===== src/rtl/aes_pkg.sv =====
// ============================================================================
// Module      : aes_pkg
// Description : Shared widths, mode encodings and FSM state type for the
//               AES request arbiter slice.
// Revision    : 1.0 - initial release
// ============================================================================
`default_nettype none

package aes_pkg;

    localparam int AES_KEY_W = 256;
    localparam int AES_BLK_W = 128;

    localparam logic [1:0] MODE_AES128  = 2'b00;
    localparam logic [1:0] MODE_AES192  = 2'b01;
    localparam logic [1:0] MODE_AES256  = 2'b10;
    localparam logic [1:0] MODE_ILLEGAL = 2'b11;

    typedef enum logic [1:0] {
        ST_IDLE  = 2'd0,
        ST_START = 2'd1,
        ST_BUSY  = 2'd2,
        ST_RESP  = 2'd3
    } state_t;

endpackage

`default_nettype wire


===== src/rtl/aes_req_arbiter_if.sv =====
// ============================================================================
// Module      : aes_req_arbiter_if
// Description : Requester, response and core-side bundle of the arbiter.
// Revision    : 1.0 - initial release
// ============================================================================
`default_nettype none

interface aes_req_arbiter_if #(
    parameter int NUM_REQ = 2
);
    import aes_pkg::*;

    localparam int IDW = $clog2(NUM_REQ);

    logic [NUM_REQ-1:0]                req_valid;
    logic [NUM_REQ-1:0]                req_ready;
    logic [NUM_REQ-1:0]                req_enc_dec;
    logic [NUM_REQ-1:0][1:0]           req_mode;
    logic [NUM_REQ-1:0][AES_KEY_W-1:0] req_key;
    logic [NUM_REQ-1:0][AES_BLK_W-1:0] req_data;

    logic                              rsp_valid;
    logic                              rsp_ready;
    logic [IDW-1:0]                    rsp_id;
    logic [AES_BLK_W-1:0]              rsp_data;
    logic                              rsp_err;

    logic                              core_start;
    logic                              core_enc_dec;
    logic [1:0]                        core_mode;
    logic [AES_KEY_W-1:0]              core_key;
    logic [AES_BLK_W-1:0]              core_data_in;
    logic                              core_done;
    logic [AES_BLK_W-1:0]              core_data_out;

    // Arbiter side
    modport slave (
        input  req_valid, req_enc_dec, req_mode, req_key, req_data,
        input  rsp_ready, core_done, core_data_out,
        output req_ready, rsp_valid, rsp_id, rsp_data, rsp_err,
        output core_start, core_enc_dec, core_mode, core_key, core_data_in
    );

    // Requesters, response consumer and core side
    modport master (
        output req_valid, req_enc_dec, req_mode, req_key, req_data,
        output rsp_ready, core_done, core_data_out,
        input  req_ready, rsp_valid, rsp_id, rsp_data, rsp_err,
        input  core_start, core_enc_dec, core_mode, core_key, core_data_in
    );

endinterface

`default_nettype wire


===== src/rtl/aes_req_arbiter_rr_arbiter.sv =====
// ============================================================================
// Module      : rr_arbiter
// Description : Combinational round-robin picker; search starts at i_ptr.
// Revision    : 1.0 - initial release
// ============================================================================
`default_nettype none

module rr_arbiter #(
    parameter  int NUM_REQ = 2,
    localparam int IDW     = $clog2(NUM_REQ)
) (
    input  wire logic [NUM_REQ-1:0] i_req,
    input  wire logic [IDW-1:0]     i_ptr,
    output logic      [NUM_REQ-1:0] o_gnt,
    output logic      [IDW-1:0]     o_idx,
    output logic                    o_any
);

    int             w_pos;
    logic [IDW-1:0] w_sel;

    always_comb begin
        o_gnt = '0;
        o_idx = '0;
        o_any = 1'b0;
        w_pos = 0;
        w_sel = '0;
        for (int i = 0; i < NUM_REQ; i++) begin
            w_pos = int'(i_ptr) + i;
            if (w_pos >= NUM_REQ) begin
                w_pos = w_pos - NUM_REQ;
            end
            w_sel = IDW'(w_pos);
            if (!o_any && i_req[w_sel]) begin
                o_any        = 1'b1;
                o_gnt[w_sel] = 1'b1;
                o_idx        = w_sel;
            end
        end
    end

endmodule

`default_nettype wire


===== src/rtl/aes_req_arbiter.sv =====
// ============================================================================
// Module      : aes_req_arbiter
// Description : Shares one AES core among NUM_REQ requesters, one job at a
//               time, with illegal-mode rejection and a completion watchdog.
// Revision    : 1.0 - initial release
// ============================================================================
`default_nettype none

module aes_req_arbiter
    import aes_pkg::*;
#(
    parameter int NUM_REQ = 2,
    parameter int TIMEOUT = 64
) (
    input  wire logic      clk,
    input  wire logic      reset,
    aes_req_arbiter_if.slave bus
);

    localparam int             IDW       = $clog2(NUM_REQ);
    localparam int             WDW       = $clog2(TIMEOUT + 1);
    localparam logic [WDW-1:0] C_TIMEOUT = WDW'(TIMEOUT);
    localparam logic [IDW-1:0] C_LAST_ID = IDW'(NUM_REQ - 1);

    state_t               r_state;
    logic [IDW-1:0]       r_rr_ptr;
    logic [IDW-1:0]       r_id;
    logic                 r_enc_dec;
    logic [1:0]           r_mode;
    logic [AES_KEY_W-1:0] r_key;
    logic [AES_BLK_W-1:0] r_data;
    logic                 r_core_start;
    logic [WDW-1:0]       r_wd;
    logic                 r_rsp_valid;
    logic                 r_rsp_err;
    logic [AES_BLK_W-1:0] r_rsp_data;

    logic [NUM_REQ-1:0]   w_gnt;
    logic [IDW-1:0]       w_gnt_idx;
    logic                 w_gnt_any;
    logic                 w_idle_open;
    logic                 w_hs;
    logic [WDW-1:0]       w_wd_next;
    logic [IDW-1:0]       w_ptr_next;

    rr_arbiter #(
        .NUM_REQ (NUM_REQ)
    ) u_rr_arbiter (
        .i_req   (bus.req_valid),
        .i_ptr   (r_rr_ptr),
        .o_gnt   (w_gnt),
        .o_idx   (w_gnt_idx),
        .o_any   (w_gnt_any)
    );

    // Grants are only offered while idle and out of reset; the handshake
    // completes in the same cycle the grant is shown.
    assign w_idle_open   = (r_state == ST_IDLE) && !reset;
    assign bus.req_ready = w_idle_open ? w_gnt : '0;
    assign w_hs          = w_idle_open && w_gnt_any;
    assign w_wd_next     = r_wd + 1'b1;
    assign w_ptr_next    = (r_id == C_LAST_ID) ? '0 : r_id + 1'b1;

    assign bus.rsp_valid    = r_rsp_valid;
    assign bus.rsp_id       = r_id;
    assign bus.rsp_data     = r_rsp_data;
    assign bus.rsp_err      = r_rsp_err;
    assign bus.core_start   = r_core_start;
    assign bus.core_enc_dec = r_enc_dec;
    assign bus.core_mode    = r_mode;
    assign bus.core_key     = r_key;
    assign bus.core_data_in = r_data;

    always_ff @(posedge clk) begin
        if (reset) begin
            r_state      <= ST_IDLE;
            r_rr_ptr     <= '0;
            r_id         <= '0;
            r_enc_dec    <= 1'b0;
            r_mode       <= '0;
            r_key        <= '0;
            r_data       <= '0;
            r_core_start <= 1'b0;
            r_wd         <= '0;
            r_rsp_valid  <= 1'b0;
            r_rsp_err    <= 1'b0;
            r_rsp_data   <= '0;
        end else begin
            r_core_start <= 1'b0;
            case (r_state)
                ST_IDLE: begin
                    if (w_hs) begin
                        r_id      <= w_gnt_idx;
                        r_enc_dec <= bus.req_enc_dec[w_gnt_idx];
                        r_mode    <= bus.req_mode[w_gnt_idx];
                        r_key     <= bus.req_key[w_gnt_idx];
                        r_data    <= bus.req_data[w_gnt_idx];
                        r_wd      <= '0;
                        if (bus.req_mode[w_gnt_idx] == MODE_ILLEGAL) begin
                            r_state     <= ST_RESP;
                            r_rsp_valid <= 1'b1;
                            r_rsp_err   <= 1'b1;
                            r_rsp_data  <= '0;
                        end else begin
                            r_state      <= ST_START;
                            r_core_start <= 1'b1;
                        end
                    end
                end
                ST_START: begin
                    // Watchdog counts the start cycle as cycle 1.
                    r_state <= ST_BUSY;
                    r_wd    <= w_wd_next;
                end
                ST_BUSY: begin
                    r_wd <= w_wd_next;
                    if (bus.core_done) begin
                        r_state     <= ST_RESP;
                        r_rsp_valid <= 1'b1;
                        r_rsp_err   <= 1'b0;
                        r_rsp_data  <= bus.core_data_out;
                    end else if (w_wd_next == C_TIMEOUT) begin
                        r_state     <= ST_RESP;
                        r_rsp_valid <= 1'b1;
                        r_rsp_err   <= 1'b1;
                        r_rsp_data  <= '0;
                    end
                end
                ST_RESP: begin
                    if (bus.rsp_ready) begin
                        r_state     <= ST_IDLE;
                        r_rsp_valid <= 1'b0;
                        r_rr_ptr    <= w_ptr_next;
                    end
                end
                default: begin
                    r_state <= ST_IDLE;
                end
            endcase
        end
    end

endmodule

`default_nettype wire


===== src/flat_wrapper.sv =====
// flat-port wrapper written by rule: the top's interface ports become plain ports
module aes_req_arbiter_flat import aes_pkg::*;
#(
    parameter int NUM_REQ = 2,
    parameter int TIMEOUT = 64
)
  (clk, reset, bus_req_valid, bus_req_enc_dec, bus_req_mode, bus_req_key, bus_req_data, bus_rsp_ready, bus_core_done, bus_core_data_out, bus_req_ready, bus_rsp_valid, bus_rsp_id, bus_rsp_data, bus_rsp_err, bus_core_start, bus_core_enc_dec, bus_core_mode, bus_core_key, bus_core_data_in);
  aes_req_arbiter_if #(.NUM_REQ(NUM_REQ)) bus_i ();
  input  wire logic clk;
  input  wire logic reset;
  input wire logic [$bits(bus_i.req_valid)-1:0] bus_req_valid;
  input wire logic [$bits(bus_i.req_enc_dec)-1:0] bus_req_enc_dec;
  input wire logic [$bits(bus_i.req_mode)-1:0] bus_req_mode;
  input wire logic [$bits(bus_i.req_key)-1:0] bus_req_key;
  input wire logic [$bits(bus_i.req_data)-1:0] bus_req_data;
  input wire logic [$bits(bus_i.rsp_ready)-1:0] bus_rsp_ready;
  input wire logic [$bits(bus_i.core_done)-1:0] bus_core_done;
  input wire logic [$bits(bus_i.core_data_out)-1:0] bus_core_data_out;
  output wire logic [$bits(bus_i.req_ready)-1:0] bus_req_ready;
  output wire logic [$bits(bus_i.rsp_valid)-1:0] bus_rsp_valid;
  output wire logic [$bits(bus_i.rsp_id)-1:0] bus_rsp_id;
  output wire logic [$bits(bus_i.rsp_data)-1:0] bus_rsp_data;
  output wire logic [$bits(bus_i.rsp_err)-1:0] bus_rsp_err;
  output wire logic [$bits(bus_i.core_start)-1:0] bus_core_start;
  output wire logic [$bits(bus_i.core_enc_dec)-1:0] bus_core_enc_dec;
  output wire logic [$bits(bus_i.core_mode)-1:0] bus_core_mode;
  output wire logic [$bits(bus_i.core_key)-1:0] bus_core_key;
  output wire logic [$bits(bus_i.core_data_in)-1:0] bus_core_data_in;
  assign bus_i.req_valid = bus_req_valid;
  assign bus_i.req_enc_dec = bus_req_enc_dec;
  assign bus_i.req_mode = bus_req_mode;
  assign bus_i.req_key = bus_req_key;
  assign bus_i.req_data = bus_req_data;
  assign bus_i.rsp_ready = bus_rsp_ready;
  assign bus_i.core_done = bus_core_done;
  assign bus_i.core_data_out = bus_core_data_out;
  assign bus_req_ready = bus_i.req_ready;
  assign bus_rsp_valid = bus_i.rsp_valid;
  assign bus_rsp_id = bus_i.rsp_id;
  assign bus_rsp_data = bus_i.rsp_data;
  assign bus_rsp_err = bus_i.rsp_err;
  assign bus_core_start = bus_i.core_start;
  assign bus_core_enc_dec = bus_i.core_enc_dec;
  assign bus_core_mode = bus_i.core_mode;
  assign bus_core_key = bus_i.core_key;
  assign bus_core_data_in = bus_i.core_data_in;
  aes_req_arbiter #(.NUM_REQ(NUM_REQ), .TIMEOUT(TIMEOUT)) u_core (.clk(clk), .reset(reset), .bus(bus_i));
endmodule

===== config.mk =====
export PLATFORM = sky130hd
export DESIGN_NAME = aes_req_arbiter_flat
export DESIGN_NICKNAME = d
export VERILOG_FILES = /design/src/rtl/aes_pkg.sv /design/src/rtl/aes_req_arbiter_if.sv /design/src/rtl/aes_req_arbiter_rr_arbiter.sv /design/src/rtl/aes_req_arbiter.sv /design/src/flat_wrapper.sv
export SDC_FILE = /design/constraint.sdc
export NUM_CORES = 1
export LEC_CHECK = 0
export BUFFER_PORTS_ARGS = -buffer_cell sky130_fd_sc_hd__buf_2
export CAP_MARGIN = 10
export CELL_PAD_IN_SITES_DETAIL_PLACEMENT = 1
export CELL_PAD_IN_SITES_GLOBAL_PLACEMENT = 1
export CORE_AREA = 10 10 555 557
export CTS_CLUSTER_SIZE = 28
export DETAILED_ROUTE_END_ITERATION = 8
export DIE_AREA = 0 0 565 567
export PLACE_DENSITY = 0.3
export SLEW_MARGIN = 20
export SYNTH_ARGS = -nofsm -noshare
export SYNTH_HDL_FRONTEND = slang
export SYNTH_SLANG_ARGS = --single-unit

===== constraint.sdc =====
create_clock -name clk -period 2.99 [get_ports clk]
set_clock_uncertainty 0.2 [all_clocks]
set_input_delay 0.598 -clock clk [delete_from_list [all_inputs] [get_ports clk]]
set_output_delay 0.598 -clock clk [all_outputs]
set_load 0.02 [all_outputs]

==> reports/summary.txt, run 1 <==
Die Span Y: 567 um
Core ar.: 296300 um^2
Average cell area after synthesis: 7.742 um^2
Yosys cell types: 42
Routed wire length: 238400 um
Filler instances: 35430
Gpl congestion: 0.7965
Clock network latency to the later pin of the worst-skew pair: 0.77 ns
Synth warn: 0
Post-route minimum period: 2.889 ns
Most common cell after layout, fill and taps aside: buf_2
Share of layout cells above drive strength 1: 0.3317
Crit path kind: reg -> reg
Sequential share of the synthesized area: 0.4817
GRT Util Overall: 0.1392
Final #Nets: 6010
Worst reg-to-reg setup slack: 0.10 ns
Most used DFF post-synth: dfxtp_1
Area delta synth->final: 112.4%
Gate Count Post-Synth: 2840
Final Hold Viols: 0
# rows: 200
Crit path max fanout: 11
Hold crit path type: in -> reg
Initial antenna violation count: 194
Reg clk slew, reported paths: 0.06 ns
Area occupied by multi-input gates: 10320 um^2
Fin worst setup slack: 0.1015 ns
Max Cap Viol: 0
Grt ovf: 0
DR vias/cell: 3.438
CP startpoint kind: register
Die Wd: 565 um
Worst slack at placement: 0.2147 ns
Required @ worst endpoint: 3.49 ns
Commonest non-fill, non-tap cells in the layout: 1425 x buf_2, 888 x dlygate4sd3_1, 784 x nand2_1
Crit path top cell by count: buf_4
# IOs: 1429
Worst slew margin: 0.3116
Initial DRC Count: 1474
Number of cells in the design after placement: 8030
Leakage: 20.12 nW
CTS tree: yes
Full die area: 320400 um^2
Final Slew Violations: 0
Final Util: 0.1576
# port buffers: 1428
Total power: 32.28 mW
Worst Tran Pin Value: 1.033 ns
TritonCTS Buffers: 88
Number of global-route vias before repair: 33950
Fin Setup TNS: 0 ns
H-tree depth: 3
Final non-filler cell total: 9174
Largest net degree at the start of global routing: 127
Worst vdd ir: 352.2 uV
PD cells: 691.3 nW/um^2
Post-synth ARST share: 0
DRC: 0
First-pass GRT wire length: 312000 um
WHS: 0.01886 ns
Mapped Area: 21990 um^2
Post-route cell area: 46690 um^2
Drt pass-1 iters: 5
Crit-path cells: inv_1 > ha_2 > buf_4 > nand2b_4 > nor2_4 > buf_4 > buf_12 > buf_16 > buf_4 > nor2_1 > a311oi_1 > dlygate4sd3_1
F_max: 346.2 MHz
Antenna viol nets, final: 0
Crit path largest cell delay: 0.60 ns
Status: finished clean
FF/Latch Area: 10590 um^2
Via count: 31540
Yosys reg bits: 529
Hpwl dp: 196000 um
Post-Syn Nets: 3754
Setup-failing EPs final: 0
Clock root cell: clkbuf_16
Crit-path slowest cell: dlygate4sd3_1
Data arrival time of the critical path: 3.39 ns
Final period utilization: 0.9661
Post-DP Area: 34300 um^2
Wire length per cell: 25.99 um
Initial Util: 0.07421
Clock Tree Buf Depth: 4
Post-synth EDFFs: 0
Critical Path End Type: register
Sink Count: 529
## layout make-up
class | instances | share of cell area
repair buffers | 2452 | 0.3825
flip-flops and latches | 529 | 0.2269
multi-input cells | 2020 | 0.2211
well taps | 3939 | 0.1056
clock buffers | 139 | 0.05641
diodes | 77 | 0.004127
clock inverters | 13 | 0.003082
inverters | 5 | 0.0004020
## path summary, 6_finish.rpt
path | end | start | depth (start not counted)
worst min register to register | u_core.bus.rsp_data[54] | u_core.bus.rsp_data[54] | 2
worst min-delay path | u_core.bus.core_key[161] | bus_req_key[417] | 3
worst max-delay path | u_core.bus.core_key[107] | u_core.r_state[1] | 12
worst max register to register | u_core.bus.core_key[107] | u_core.r_state[1] | 12
## sequential cells by signal, summed over array words and instances, names as in the netlist
name / count
u_core.bus.rsp_id: 1
u_core.bus.core_start: 1
u_core.bus.core_enc_dec: 1
u_core.bus.rsp_err: 1
u_core.r_state: 2
u_core.bus.core_data_in: 128
u_core.bus.rsp_valid: 1
u_core.r_wd: 7
u_core.bus.core_key: 256
u_core.bus.core_mode: 2
u_core.bus.rsp_data: 128
u_core.r_rr_ptr: 1
## Yosys cell counts, drive strengths merged (3+ instances only)
cell type  count  area [um^2]
nor4           3        18.77
nand2b         3        18.77
buf           21        125.1
ha             6        75.07
nor2         398         1496
dfxtp        529        10590
nand2        785         2947
o21ai        134        670.6
and2           5        33.78
nor2b          4        25.02
clkbuf       265        994.7
nand3        131        660.6
inv            5        18.77
a21oi        140        700.7
a311oi       387         3407
## power by group
part,total (mW),leakage (nW),internal (mW),switching [mW]
logic,12.8,14.4,5.02,7.73
registers,9.22,4.34,8.40,0.815
clock network,10.3,1.35,6.16,4.14
## worst max-delay path: cells and delay by family, from the launching register on
family,cells,cell delay (ns)
adder cells (fa/ha/maj),1,0.19
AO/OA/AOI/OAI,1,0.27
flip-flops,1,0.34
AND/OR/NAND/NOR,3,0.25
buffers and inverters,7,1.50
## routing by layer
metal,vias up,GRT usage,wire length (um)
met3,346,0.05719,22710
li1,14600,-,-
met5,-,0,466
met4,78,0.02616,4461
met1,15270,0.1595,95760
met2,1241,0.2436,115000
## kinds of logic after synthesis
logic type / Yosys count / synth area share
and+or+nand+nor: 1338 / 0.2398
AOI/OAI and AO/OA: 672 / 0.2213
DFF: 529 / 0.4817
buffers and inverters: 291 / 0.05179
adders and majority gates: 6 / 0.003414
xor gates and xnor gates: 2 / 0.001138
muxes: 2 / 0.0009106
## what timing repair did
action	CTS	global route
gates resized for setup	4	22
endpoints found under the setup margin	2	160
setup buffers	0	17
hold buffers	889	0
cloned	0	10
hold endpoints to repair	517	0
pin swaps	1	2
No activity file was read; power rests on OpenSTA's default activity.
==> run 2, diff against run 1 <==
ABC_AREA = 1   (was not set)
CORE_AREA = 10 10 541 543   (was 10 10 555 557)
DIE_AREA = 0 0 551 553   (was 0 0 565 567)
PLACE_DENSITY = 0.32   (was 0.3)
==> run 2 against run 1 <==
Effect of this change:
- die area fell by 4.9%
- synthesized cell count increased by 14%
- clock power is 6% lower
- first-iteration DRC count fell by 4.8%
- register-to-register slack improved by 0.08 ns
- critical endpoint is now u_core.bus.core_key[150]
==> reports/summary.txt, run 2 <==
Commonest cells in the netlist: 932 x nand2_1, 529 x dfxtp_1, 524 x nand3_1, 400 x inv_1, 385 x o211ai_1
Setup-failing EPs final: 0
Yosys top cell area share: 0.4504
Synth top area cells: dfxtp_1 45%, nand2_1 15%, o211ai_1 12%, nand3_1 11%, inv_1 6.4%
Max Cap Viol: 0
Critical Path End Type: register
Synth warn: 0
Initial Util: 0.08351
Wire length per cell: 22.46 um
Sequential share of the synthesized area: 0.4504
Crit path max fanout: 72
Most common cell after layout, fill and taps aside: buf_2
WHS: 0.07372 ns
Final non-filler cell total: 8889
Hold Crit Depth: 5
Final #Nets: 5969
Initial DRC Count: 1403
H-tree depth: 3
Post-route minimum period: 2.805 ns
Mapped Area: 23510 um^2
Worst vdd ir: 535.1 uV
Hold crit path type: in -> reg
Share of layout cells above drive strength 1: 0.3273
DR vias/cell: 3.384
Number of cells in the design after placement: 8234
TritonCTS Buffers: 81
CP startpoint kind: register
Yosys cell types: 29
Clock network latency to the later pin of the worst-skew pair: 0.70 ns
Commonest non-fill, non-tap cells in the layout: 1426 x buf_2, 930 x nand2_1, 528 x dfxtp_1
Routed wire length: 199600 um
Sink Count: 529
Post-synth ARST share: 0
Worst Tran Pin Value: 0.9473 ns
Final Slew Violations: 0
Antenna viol nets, final: 0
Initial antenna violation count: 129
Area delta synth->final: 82.07%
Cell with the most instances after synthesis: nand2_1
Drt pass-1 iters: 5
Reg clk slew, reported paths: 0.06 ns
Hold endpoint: u_core.bus.core_key[140]
Total power: 30.15 mW
Full die area: 304700 um^2
Hpwl dp: 162700 um
Die Span Y: 553 um
Clock Tree Buf Depth: 3
Worst slew margin: 0.3685
Post-synth EDFFs: 0
Worst reg-to-reg setup slack: 0.19 ns
Clock root cell: clkbuf_16
Most used DFF post-synth: dfxtp_1
Grt ovf: 0
Synth area leader: dfxtp_1
R2R depth: 10
Via count: 30080
Gpl congestion: 0.8215
Gate Count Post-Synth: 3231
Status: finished clean
Reg-to-reg endpoint: u_core.bus.core_key[150]
# IOs: 1429
Worst Hold Launch: bus_req_key[396]
Average cell area after synthesis: 7.277 um^2
CTS tree: yes
PD cells: 704.3 nW/um^2
Yosys reg bits: 529
Largest net degree at the start of global routing: 138
Final period utilization: 0.9381
Number of global-route vias before repair: 32190
Fin Setup TNS: 0 ns
DRC: 0
GRT Util Overall: 0.1236
Required @ worst endpoint: 3.33 ns
Post-Syn Nets: 4145
FF-to-FF Start: u_core.r_state[1]
Core ar.: 281600 um^2
Max FFs per register: 256
RSZ-0062 raised after global routing: false
Final Hold Viols: 0
# rows: 195
Data arrival time of the critical path: 3.15 ns
Crit path kind: reg -> reg
# port buffers: 1428
F_max: 356.5 MHz
First-pass GRT wire length: 270700 um
Leakage: 20.68 nW
Die Wd: 551 um
-- run 2: cell count changes after synthesis, moves of 106 or more --
cell / before / now
o21ai_0: 113 / 7
nand2_1: 785 / 932
o211ai_1: 0 / 385
inv_1: 5 / 400
clkbuf_1: 265 / 107
nor2_1: 397 / 15
nand3_1: 130 / 524
a311oi_1: 386 / 1
-- run 2: per-stage QoR --
stage	area (um^2)	utilization	setup WS, ns
floorplan	23510	-	0.8151
global placement	35230	0.1251	-0.0004063
detailed placement	35230	0.1251	-0.01786
CTS	42620	0.1514	0.01006
global route	42770	0.1519	0.01548
finish	42810	0.1520	0.1851
-- run 2: cell families after synthesis --
family / count (synthesis) / synth area share
simple gates: 1480 / 0.2655
flops: 529 / 0.4504
buf+inv: 674 / 0.1237
fa+ha+maj: 6 / 0.003193
compound gates: 542 / 0.1572
-- run 2: worst max-delay path by stage --
stage | from | to | slack [ns]
after floorplan | bus_req_valid[0] | bus_req_ready[1] | 0.82
after global routing | u_core.r_state[1] | u_core.bus.core_key[141] | 0.02
after detailed placement | reset | u_core.bus.core_key[217] | -0.02
after global placement | reset | u_core.bus.core_key[217] | -0.0004
after CTS | u_core.r_state[0] | u_core.bus.core_key[137] | 0.01
final | u_core.r_state[1] | u_core.bus.core_key[150] | 0.19
-- run 2: metal layers --
layer / global-route usage / routed length, um / part of all wire
met1: 0.1535 / 86430 / 0.43
met2: 0.2039 / 91220 / 0.46
met3: 0.04775 / 17830 / 0.089
met4: 0.02181 / 3495 / 0.018
met5: 0 / 678 / 0.0034
-- run 2: layout make-up --
class	count	area [um^2]
multi-input combinational	2028	10050
clock buffer	116	2278
sequential	529	10590
antenna	31	77.57
clock inverter	27	330.3
fill	34080	238700
tap	3743	4683
inverter	403	1530
timing repair buffer	2012	13270
-- run 2: where the power goes --
part | leakage (nW) | total (mW) | switching, mW | internal (mW)
Sequential | 4.34 | 9.15 | 0.796 | 8.35
Combinational | 15.1 | 11.3 | 7.50 | 3.79
Clock | 1.27 | 9.71 | 4.18 | 5.53
Total | 20.7 | 30.1 | 12.5 | 17.7
-- run 2: worst max-delay path, cell delays in order, from the launching register on --
cell,delay [ns]
dfxtp_1,0.35
inv_2,0.09
ha_2,0.18
nand2_1,0.10
nor2_4,0.21
buf_12,0.22
buf_12,0.35
nand3_1,0.12
dlygate4sd3_1,0.58
o211ai_1,0.08
inv_1,0.07
-- run 2: timing repair --
| action | in CTS | in global routing |
|---|---|---|
| gates resized for setup | 0 | 13 |
| setup buffers | 0 | 1 |
| hold buffers | 478 | 0 |
| setup endpoints to repair | 0 | 28 |
| hold endpoints to repair | 375 | 0 |
==> run 3, diff against run 2 <==
REMOVE_ABC_BUFFERS = 1   (was not set)
==> run 3 against run 2 <==
Effect of this change:
- power increased by 2.8%
- sequential share of layout area fell by 1.8 points
- worst hold slack worse by 0.019 ns
- sequential power decreased by 0.5%
- maximum frequency decreased by 5.9%
- utilization increased by 1.2 points
- clock power rose by 2%
- wire length rose by 6.9%
- die area did not move
- combinational power is 6% higher
- critical path depth increased by 1
- highest routed layer unchanged
==> reports/summary.txt, run 3 (same netlist as run 2, synthesis figures left out) <==
Crit path max fanout: 34
Initial antenna violation count: 164
Number of global-route vias before repair: 34070
Max FFs per register: 256
Initial DRC Count: 1342
Post-route minimum period: 2.980 ns
Met1 wire length: 86470 um
Final #Nets: 6286
GRT Util Overall: 0.1304
Drt pass-1 iters: 5
Combinational power share: 0.388
Full die area: 304700 um^2
Core ar.: 281600 um^2
Total power: 31.00 mW
DR vias/cell: 3.430
Routed wire length: 213500 um
WHS: 0.05458 ns
Hold crit path type: in -> reg
# port buffers: 1428
Initial Util: 0.08351
Final Slew Violations: 0
Top sig layer: met5
Max Cap Viol: 0
Clock power frac: 0.319
Worst vdd ir: 446.4 uV
Internal power: 18.64 mW
Clock root cell: clkbuf_16
Final Hold Viols: 0
Crit path largest cell delay: 0.61 ns
Crit path kind: in -> reg
Final period utilization: 0.9966
Commonest non-fill, non-tap cells in the layout: 1425 x buf_2, 930 x nand2_1, 796 x dlygate4sd3_1
Filler instances: 33980
Most common cell after layout, fill and taps aside: buf_2
Clock network latency to the later pin of the worst-skew pair: 0.79 ns
Setup-failing EPs final: 0
Worst Tran Pin Value: 1.241 ns
Antenna viol nets, final: 0
Clock Tree Buf Depth: 4
Sw Pwr: 12.36 mW
TritonCTS Buffers: 85
Leakage: 21.75 nW
Gpl congestion: 0.8053
Post-route cell area: 46110 um^2
Largest net degree at the start of global routing: 152
Crit path top cell by count: dlygate4sd3_1
Fin Setup TNS: 0 ns
Share of layout cells above drive strength 1: 0.3087
Top delay family on crit path: buffers and inverters
Die Span Y: 553 um
Status: finished clean
Wire length per cell: 23.13 um
Via count: 31660
Fin worst setup slack: 0.01005 ns
Worst slew margin: 0.1725
Critical path buffer and inverter count: 7
CP startpoint kind: input port
Sw frac: 0.3988
Crit-path slowest cell: dlygate4sd3_1
# rows: 195
Data arrival time of the critical path: 3.43 ns
Sink Count: 529
Area delta synth->final: 96.11%
DRC: 0
Crit-path cells: dlygate4sd3_1 > buf_6 > inv_8 > nand2_1 > nor2_4 > buf_4 > buf_8 > nand3_1 > dlygate4sd3_1 > o211ai_1 > inv_1
Die Wd: 551 um
# IOs: 1429
Metal3 WL: 17200 um
F_max: 335.6 MHz
Post-DP Area: 35130 um^2
Sequential Power Share: 0.293
Critical Path End Type: register
First-pass GRT wire length: 283600 um
Required @ worst endpoint: 3.44 ns
Reg clk slew, reported paths: 0.05 ns
Hpwl dp: 169000 um
Metal2 WL: 101600 um
Grt ovf: 0
Worst slack at placement: 0.2834 ns
PD cells: 672.3 nW/um^2
H-tree depth: 3
CTS tree: yes
run 3: changes by cell type in the layout (fill, tap and decap cells not counted), sizes merged:
cell | previous run | this run
clkinvlp | 4 | 2
buf | 1532 | 1525
inv | 406 | 404
diode | 31 | 56
clkbuf | 118 | 125
dlygate4sd3 | 478 | 796
run 3: power by group through the flow:
stage          registers, mW  clock network [mW]  logic [mW]
2_1_floorplan           9.18                   0        2.92
3_3_place_gp            9.21                   0        10.4
3_5_place_dp            9.23                   0        10.4
4_1_cts                 9.12                10.4        11.9
5_1_grt                 9.27                10.6        13.1
6_report                9.10                9.88        12.0
run 3: worst paths after layout:
kind	slack [ns]	endpoint	cells past startpoint	from
max	0.01	u_core.bus.core_key[0]	11	reset
min reg2reg	0.25	u_core.bus.rsp_err	2	u_core.bus.rsp_err
min	0.05	u_core.bus.core_key[182]	5	bus_req_key[438]
max reg2reg	0.11	u_core.bus.core_key[7]	10	u_core.r_rr_ptr
run 3: timing repair:
| item | CTS | global route |
|---|---|---|
| hold buffers | 796 | 0 |
| hold endpoints to repair | 513 | 0 |
| setup buffers | 0 | 5 |
| resized for setup | 13 | 15 |
| endpoints found under the setup margin | 2 | 117 |
| pin swaps | 0 | 1 |
| gates cloned | 0 | 6 |
run 3: metrics by stage:
step,instances,util
floorplan,2960,-
global placement,8221,0.1248
detailed placement,8221,0.1248
CTS,9161,0.1626
global route,9204,0.1636
finish,9228,0.1638
run 3: worst min-delay path: cells and delay by family:
kind                   cells  cell delay [ns]
AND/OR/NAND/NOR            2             0.17
buffers and inverters      2             0.13
AO/OA/AOI/OAI              1             0.08
run 3: per-layer routing:
metal / GRT usage / up-vias
met5: 0 / -
met4: 0.04322 / 78
met3: 0.04625 / 354
met2: 0.2257 / 1237
met1: 0.1483 / 14970
li1: - / 15010
run 3: final cells by class:
type,count,area (um^2),share of cell area
Antenna cell,56,140.1,0.003039
Clock buffer,121,2432,0.05275
Clock inverter,23,203.9,0.004423
Inverter,403,1530,0.03319
Multi-Input combinational cell,2028,10060,0.2183
Sequential cell,529,10590,0.2298
Tap cell,3743,4683,0.1016
Timing Repair Buffer,2325,16460,0.3570
